## config.mk

```make
export PLATFORM = sky130hd
export DESIGN_NAME = i2s_rx_dsp_channel
export DESIGN_NICKNAME = d
export VERILOG_FILES = /design/src/rtl/i2s_dsp_pkg.sv /design/src/rtl/i2s_rx_word_buf.sv /design/src/rtl/i2s_rx_dsp_channel.sv
export SDC_FILE = /design/constraint.sdc
export NUM_CORES = 1
export LEC_CHECK = 0
export CAP_MARGIN = 10
export CORE_MARGIN = 2
export CORE_UTILIZATION = 25
export DETAILED_ROUTE_END_ITERATION = 8
export PLACE_DENSITY = 0.41
export SYNTH_ARGS = -nofsm -noshare
export SYNTH_HDL_FRONTEND = slang
export SYNTH_SLANG_ARGS = --single-unit
```

## constraint.sdc

```tcl
create_clock -name sck_i -period 4.7 [get_ports sck_i]
set_clock_uncertainty 0.1 [all_clocks]
set_input_delay 0.94 -clock sck_i [delete_from_list [all_inputs] [get_ports sck_i]]
set_output_delay 0.94 -clock sck_i [all_outputs]
set_load 0.01 [all_outputs]
```

## src/rtl/i2s_dsp_pkg.sv

```systemverilog
// Shared widths, receive FSM states and the word-assembly helper for the
// I2S DSP/TDM receive channel.
package i2s_dsp_pkg;

  localparam int I2S_WORD_W    = 32;
  localparam int I2S_BITCNT_W  = 5;
  localparam int I2S_WORDCNT_W = 4;
  localparam int I2S_OFFSET_W  = 9;

  typedef enum logic [1:0] {
    ST_IDLE,
    ST_WAIT_FS,
    ST_OFFSET,
    ST_RUNNING
  } rx_state_e;

  // Inserts one serial bit into a partially assembled word. Index 0 starts a
  // fresh word, so bits left over from the previous word never leak through.
  function automatic logic [I2S_WORD_W-1:0] sr_insert(
    input logic [I2S_WORD_W-1:0]   cur,
    input logic [I2S_BITCNT_W-1:0] idx,
    input logic                    bit_in,
    input logic                    lsb_first
  );
    logic [I2S_WORD_W-1:0] base;
    base = (idx == '0) ? '0 : cur;
    if (lsb_first) base[idx] = bit_in;
    else           base = {base[I2S_WORD_W-2:0], bit_in};
    return base;
  endfunction

endpackage

```

## src/rtl/i2s_rx_word_buf.sv

```systemverilog
// Two-entry word FIFO that can accept zero, one or two words per cycle, so a
// ch0/ch1 pair always lands together. Entry 0 is always the head.
module i2s_rx_word_buf
  import i2s_dsp_pkg::*;
(
  input  logic                  clk,
  input  logic                  rst,
  input  logic                  flush,
  input  logic [1:0]            wr_num,
  input  logic [I2S_WORD_W-1:0] wr_data0,
  input  logic [I2S_WORD_W-1:0] wr_data1,
  input  logic                  rd_en,
  output logic [I2S_WORD_W-1:0] rd_data,
  output logic                  rd_valid,
  output logic [1:0]            free_cnt
);

  logic [I2S_WORD_W-1:0] entry0, entry1, entry0_n, entry1_n;
  logic [1:0]            count, count_n, remain;
  logic                  pop;

  assign pop    = rd_en && (count != 2'd0);
  assign remain = count - {1'b0, pop};

  // NOTE: every always_comb output gets a default first, so no path can infer a latch.
  always_comb begin
    entry0_n = entry0;
    entry1_n = entry1;
    if (pop) entry0_n = entry1;
    if (wr_num != 2'd0) begin
      if (remain == 2'd0) entry0_n = wr_data0;
      else                entry1_n = wr_data0;
    end
    if (wr_num == 2'd2) entry1_n = wr_data1;
    count_n = remain + wr_num;
  end

  // NOTE: sequential state uses non-blocking assignments only.
  always_ff @(posedge clk) begin
    if (rst || flush) count <= 2'd0;
    else              count <= count_n;
  end

  // NOTE: the storage needs no reset; the occupancy count alone defines validity.
  always_ff @(posedge clk) begin
    entry0 <= entry0_n;
    entry1 <= entry1_n;
  end

  assign rd_valid = (count != 2'd0);
  assign rd_data  = rd_valid ? entry0 : '0;
  assign free_cnt = 2'd2 - count;

endmodule

```

## src/rtl/i2s_rx_dsp_channel.sv

```systemverilog
// DSP/TDM receive channel: waits for a frame-sync edge, skips the bit offset,
// deserialises one or two lines and pushes the words into a small FIFO.
module i2s_rx_dsp_channel
  import i2s_dsp_pkg::*;
(
  input  logic                     sck_i,
  input  logic                     rst_i,
  input  logic                     i2s_ch0_i,
  input  logic                     i2s_ch1_i,
  input  logic                     ws_i,
  output logic [I2S_WORD_W-1:0]    fifo_data_o,
  output logic                     fifo_data_valid_o,
  input  logic                     fifo_data_ready_i,
  output logic                     fifo_err_o,
  input  logic                     cfg_en_i,
  input  logic                     cfg_2ch_i,
  input  logic [I2S_BITCNT_W-1:0]  cfg_num_bits_i,
  input  logic [I2S_WORDCNT_W-1:0] cfg_num_word_i,
  input  logic                     cfg_lsb_first_i,
  input  logic [I2S_OFFSET_W-1:0]  cfg_dsp_offset_i
);

  rx_state_e                state, state_n;
  logic                     ws_q;
  logic [I2S_OFFSET_W-1:0]  off_cnt;
  logic [I2S_BITCNT_W-1:0]  bit_cnt;
  logic [I2S_WORDCNT_W-1:0] word_cnt;
  logic [I2S_WORD_W-1:0]    sr0, sr1, sr0_n, sr1_n;
  logic                     sync_edge, offset_zero, off_last, last_bit, last_word;
  logic                     word_done, pop, drop;
  logic [1:0]               push_num, wr_num, avail, free_cnt;

  assign sync_edge   = ws_i & ~ws_q;
  assign offset_zero = (cfg_dsp_offset_i == '0);
  assign off_last    = (off_cnt == cfg_dsp_offset_i - 9'd1);
  assign last_bit    = (bit_cnt == cfg_num_bits_i);
  assign last_word   = (word_cnt == cfg_num_word_i);

  // A sync edge on the completing bit is a resync, so that word is discarded.
  assign word_done = cfg_en_i && (state == ST_RUNNING) && last_bit && !sync_edge;

  assign sr0_n = sr_insert(sr0, bit_cnt, i2s_ch0_i, cfg_lsb_first_i);
  assign sr1_n = sr_insert(sr1, bit_cnt, i2s_ch1_i, cfg_lsb_first_i);

  // A pop this cycle frees its entry before the overflow decision.
  assign pop      = fifo_data_valid_o & fifo_data_ready_i;
  assign avail    = free_cnt + {1'b0, pop};
  assign push_num = word_done ? (cfg_2ch_i ? 2'd2 : 2'd1) : 2'd0;
  assign drop     = (push_num > avail);
  assign wr_num   = drop ? 2'd0 : push_num;

  always_comb begin
    state_n = state;
    case (state)
      ST_IDLE:    state_n = ST_WAIT_FS;
      ST_WAIT_FS: if (sync_edge) state_n = offset_zero ? ST_RUNNING : ST_OFFSET;
      ST_OFFSET: begin
        if (sync_edge)     state_n = offset_zero ? ST_RUNNING : ST_OFFSET;
        else if (off_last) state_n = ST_RUNNING;
      end
      ST_RUNNING: begin
        if (sync_edge)                  state_n = offset_zero ? ST_RUNNING : ST_OFFSET;
        else if (last_bit && last_word) state_n = ST_WAIT_FS;
      end
      default: state_n = ST_IDLE;
    endcase
    if (!cfg_en_i) state_n = ST_IDLE;
  end

  always_ff @(posedge sck_i) begin
    if (rst_i) begin
      state <= ST_IDLE;
      ws_q  <= 1'b0;
    end else begin
      state <= state_n;
      ws_q  <= ws_i;
    end
  end

  always_ff @(posedge sck_i) begin
    if (rst_i || !cfg_en_i) begin
      off_cnt  <= '0;
      bit_cnt  <= '0;
      word_cnt <= '0;
    end else if (sync_edge && state != ST_IDLE) begin
      off_cnt  <= '0;
      bit_cnt  <= '0;
      word_cnt <= '0;
    end else if (state == ST_OFFSET) begin
      off_cnt <= off_cnt + 9'd1;
    end else if (state == ST_RUNNING) begin
      if (last_bit) begin
        bit_cnt  <= '0;
        word_cnt <= last_word ? '0 : word_cnt + 4'd1;
      end else begin
        bit_cnt <= bit_cnt + 5'd1;
      end
    end
  end

  always_ff @(posedge sck_i) begin
    if (rst_i) begin
      sr0        <= '0;
      sr1        <= '0;
      fifo_err_o <= 1'b0;
    end else begin
      if (state == ST_RUNNING) begin
        sr0 <= sr0_n;
        sr1 <= sr1_n;
      end
      fifo_err_o <= drop;
    end
  end

  i2s_rx_word_buf u_buf (
    .clk      (sck_i),
    .rst      (rst_i),
    .flush    (!cfg_en_i),
    .wr_num   (wr_num),
    .wr_data0 (sr0_n),
    .wr_data1 (sr1_n),
    .rd_en    (fifo_data_ready_i),
    .rd_data  (fifo_data_o),
    .rd_valid (fifo_data_valid_o),
    .free_cnt (free_cnt)
  );

endmodule

```

==> run summary <==
=================================================================================
Chip Width .........................................................       187 µm
Post-route setup TNS ...............................................         0 ns
Total number of yosys warnings .....................................            0
Register area ......................................................  0.00336 mm²
VDD IR-drop max ....................................................     0.257 mV
Max-capacitance violation count ....................................            0
Unrepaired setup endpoints after global routing ....................           no
Static leakage .....................................................      3.42 nW
Worst hold-check path type .........................................   reg -> reg
Pin count of the biggest net entering global routing ...............          102
Switch share .......................................................        24.9%
Number of sinks driven by the clock tree ...........................          152
Count of nets after finishing ......................................          924
Period Utilization, post-route .....................................        82.4%
Clock latency of the later-clocked register in the worst-skew pair .      0.43 ns
Share of synthesized flip-flops with an asynchronous set or reset ..           0%
Critical path data arrival time ....................................      4.07 ns
Crit-path max cell delay ...........................................      0.47 ns
CP Capture Type ....................................................         flop
Biggest area consumer among synthesized cells ......................      dfxtp_1
Number of DRC violations after detailed routing ....................            0
Via count of the first global-routing pass .........................         6562
List of most frequent post-synthesis cells ......................... 120 x dfxtp_1, 111 x nor2_1, 103 x mux2i_1, 64 x a211oi_1, 57 x a22oi_1
Final WL ...........................................................     22800 µm
Critical Path, Cell by Cell ........................................ clkdlybuf4s50_1 > xnor2_1 > nand3_2 > or2_2 > or3_1 > ha_1 > nor2b_1 > a2bb2oi_1 > nor4_2 > and2_1 > ha_1 > xnor2_1 > nor2_1 > nand3_1 > o21ai_0
Starting DRC count in detailed routing .............................          409
Core footprint .....................................................   0.0327 mm²
Final Critical Period ..............................................      3.87 ns
Worst-Margin Slew ..................................................      1.05 ns
Synthesized flop and latch total ...................................          152
Count of hold-fix buffers inserted at cts ..........................            0
Layout cells sized above 1 .........................................        8.03%
Total standard cell area after synthesis ...........................  0.00836 mm²
Reg2Reg Launch Point ............................................... state[0]$_SDFFE_PP0P_
Initial standard-cell utilization of the core ......................        25.6%
Final antenna diode count ..........................................            0
Final Hold Vio Count ...............................................            0
Resized cells post-CTS .............................................            0
Internal portion of total power ....................................    0.00215 W
First element of the critical path ................................. cfg_num_bits_i[1]
Startpoint of the tightest hold check path ......................... sr1[0]$_SDFFE_PP0N_
Power Density ......................................................   291 mW/mm²
Layout overhead on the synthesized area ............................        17.8%
Crit path kind .....................................................    in -> reg
Total clock buffers created by CTS .................................           17
Via/cell ratio .....................................................         4.86
Status ............................................................. complete, no violations
Routed Antenna Nets ................................................            0
Number of slew-limit violations in the final report ................            0
Clock Tree Buf Depth ...............................................            2
Count of final setup violators .....................................            0
First-pass GRT wire length .........................................     37600 µm
Most common flop cell mapped by yosys ..............................      dfxtp_1
Setup Fix Bufs, Post-CTS ...........................................            0
Die Area ...........................................................   0.0349 mm²
Critical-path maximum fanout .......................................            8
Overall fraction of global-route tracks in use .....................        13.3%
Standard-cell row count ............................................           66
Share of Yosys cell area claimed by the top area cell type .........        28.7%
Drt wl/cell ........................................................      17.0 µm
Post-Synthesis Net Count ...........................................          911
Crit path max-delay cell type ...................................... clkdlybuf4s50_1
Die height .........................................................       187 µm
Share of the yosys chip area belonging to registers ................        40.2%
Switching power ....................................................   0.000715 W
Overall power after layout .........................................    0.00287 W
Post-synth EDFFs ...................................................           32
Synth area leaders ................................................. dfxtp_1 29%, mux2i_1 12%, edfxtp_1 11%, a211oi_1 5.7%, a22o_1 5.4%
Remaining global-route overflow ....................................            0
DPL Wire Length ....................................................     13800 µm
Number of port buffers .............................................           60
H-tree depth .......................................................            4
Area of combinational cells with multiple inputs ...................  0.00458 mm²
Relative contribution of the clock network to total power ..........        48.2%
Number of antenna violations at the first check in global routing ..            0
Count of pins on the block boundary ................................           61
Clock transition at the registers of the reported paths ............      0.06 ns
Drt first pass iters ...............................................            5
Gate Count Post-Synth ..............................................          871
Timing-limited maximum frequency ...................................      258 MHz
Average cell area after synthesis ..................................     9.60 µm²
Clock tree from TritonCTS ..........................................         done
Clock Tree Root ....................................................    clkbuf_16
Required arrival time at the worst endpoint ........................      4.90 ns
Combinational power share ..........................................         4.2%
Unique masters post-synth ..........................................           57
Total via count after detailed routing .............................         6509
Layout filler cell count ...........................................         3453
Most repeated cell in the gate-level netlist after synthesis .......      dfxtp_1
Proportion of power drawn by flip-flops and latches ................        47.5%
Final estimated routing congestion in global placement .............        0.758
Element type at the critical path start ............................   input port
Max-slew headroom ..................................................        29.8%
=================================================================================
## placed cells by master (no fill, tap or decap), types with 4 or more instances in the layout
cell type | synthesis | final
and3_1 | 5 | 4
and4_1 | 4 | 4
nand2_1 | 22 | 21
nand4_1 | 7 | 7
o21ai_0 | 15 | 15
clkinv_4 | 0 | 4
a211oi_1 | 64 | 64
a22o_1 | 52 | 52
edfxtp_1 | 32 | 32
nor3_1 | 5 | 5
and4bb_2 | 5 | 5
a22oi_1 | 57 | 57
nor2_1 | 111 | 110
a21oi_1 | 14 | 14
inv_6 | 0 | 6
clkbuf_16 | 0 | 17
ha_1 | 13 | 13
nor4_1 | 4 | 4
or3_1 | 7 | 7
dfxtp_1 | 120 | 120
buf_4 | 3 | 11
nor2b_1 | 8 | 8
mux2i_1 | 103 | 103
o31ai_1 | 6 | 6
xor2_1 | 17 | 17
xnor2_1 | 15 | 15
and4b_1 | 11 | 11
clkdlybuf4s50_1 | 0 | 56
nand3_1 | 7 | 7
inv_1 | 12 | 12
and2_1 | 37 | 35
## stage by stage
stage	worst slack (ns)	utilization, %	instances	area (µm²)	hold WS, ns
after floorplan	0.747	-	871	8360	0.349
after global placement	0.431	28.3	1307	9260	0.375
after detailed placement	0.378	28.3	1307	9260	0.372
after CTS	0.808	30.1	1339	9840	0.381
after global routing	0.602	30.1	1339	9840	0.400
final	0.826	30.1	1339	9840	0.386
## cell type report
class	instances	area share, %
Multi-Input combinational cell	627	46.5
Sequential cell	152	34.2
Tap cell	442	5.62
Clock inverter	15	1.59
Inverter	12	0.458
Clock buffer	17	4.32
Timing Repair Buffer	74	7.35
## critical path, delay by kind of cell
kind | cells | cell delay, ns
adders and majority gates | 2 | 0.41
xor gates and xnor gates | 2 | 0.35
AOI/OAI and AO/OA | 2 | 0.39
and+or+nand+nor | 8 | 1.51
buffers and inverters | 1 | 0.47
## path summary, 6_finish.rpt
path / endpoint / slack, ns / depth (start not counted)
min reg2reg: sr1[0]$_SDFFE_PP0N_ / 0.39 / 2
min: sr1[0]$_SDFFE_PP0N_ / 0.39 / 2
max: u_buf.count[1]$_SDFF_PP0_ / 0.83 / 15
max reg2reg: u_buf.count[1]$_SDFF_PP0_ / 1.24 / 14
## power by group through the flow
stage	Combinational [W]	Clock (W)	Sequential [W]
floorplan	0.0000752	0	0.00139
detailed placement	0.000123	0	0.00139
global route	0.000136	0.00148	0.00137
global placement	0.000122	0	0.00139
finish	0.000121	0.00138	0.00136
CTS	0.000124	0.00144	0.00136
## flip-flops by register name, summed over array words and instances (netlist names)
signal        cells
word_cnt          4
u_buf.entry1     32
state             2
off_cnt           9
u_buf.entry0     32
ws_q              1
fifo_err_o        1
bit_cnt           5
u_buf.count       2
sr1              32
sr0              32
## routing by layer
layer  global-route usage [%]  wire (µm)  up-vias
met1                     18.2      11200     3118
met3                     1.91        559       18
li1                         -          -     3286
met2                     21.8      10800       87
met4                     4.06        326        0
met5                        0          0        -
## kinds of logic (layout without fill, tap and decap cells)
group	after synthesis	count (layout)	synth area share, %
simple gates	259	259	17.1
compound gates	218	218	19.6
buf+inv	92	118	5.19
xor+xnor	32	32	3.35
flops	152	152	40.2
fa+ha+maj	13	13	1.95
mux	105	105	12.6
Note: power is estimated with default switching activity, not from simulation.
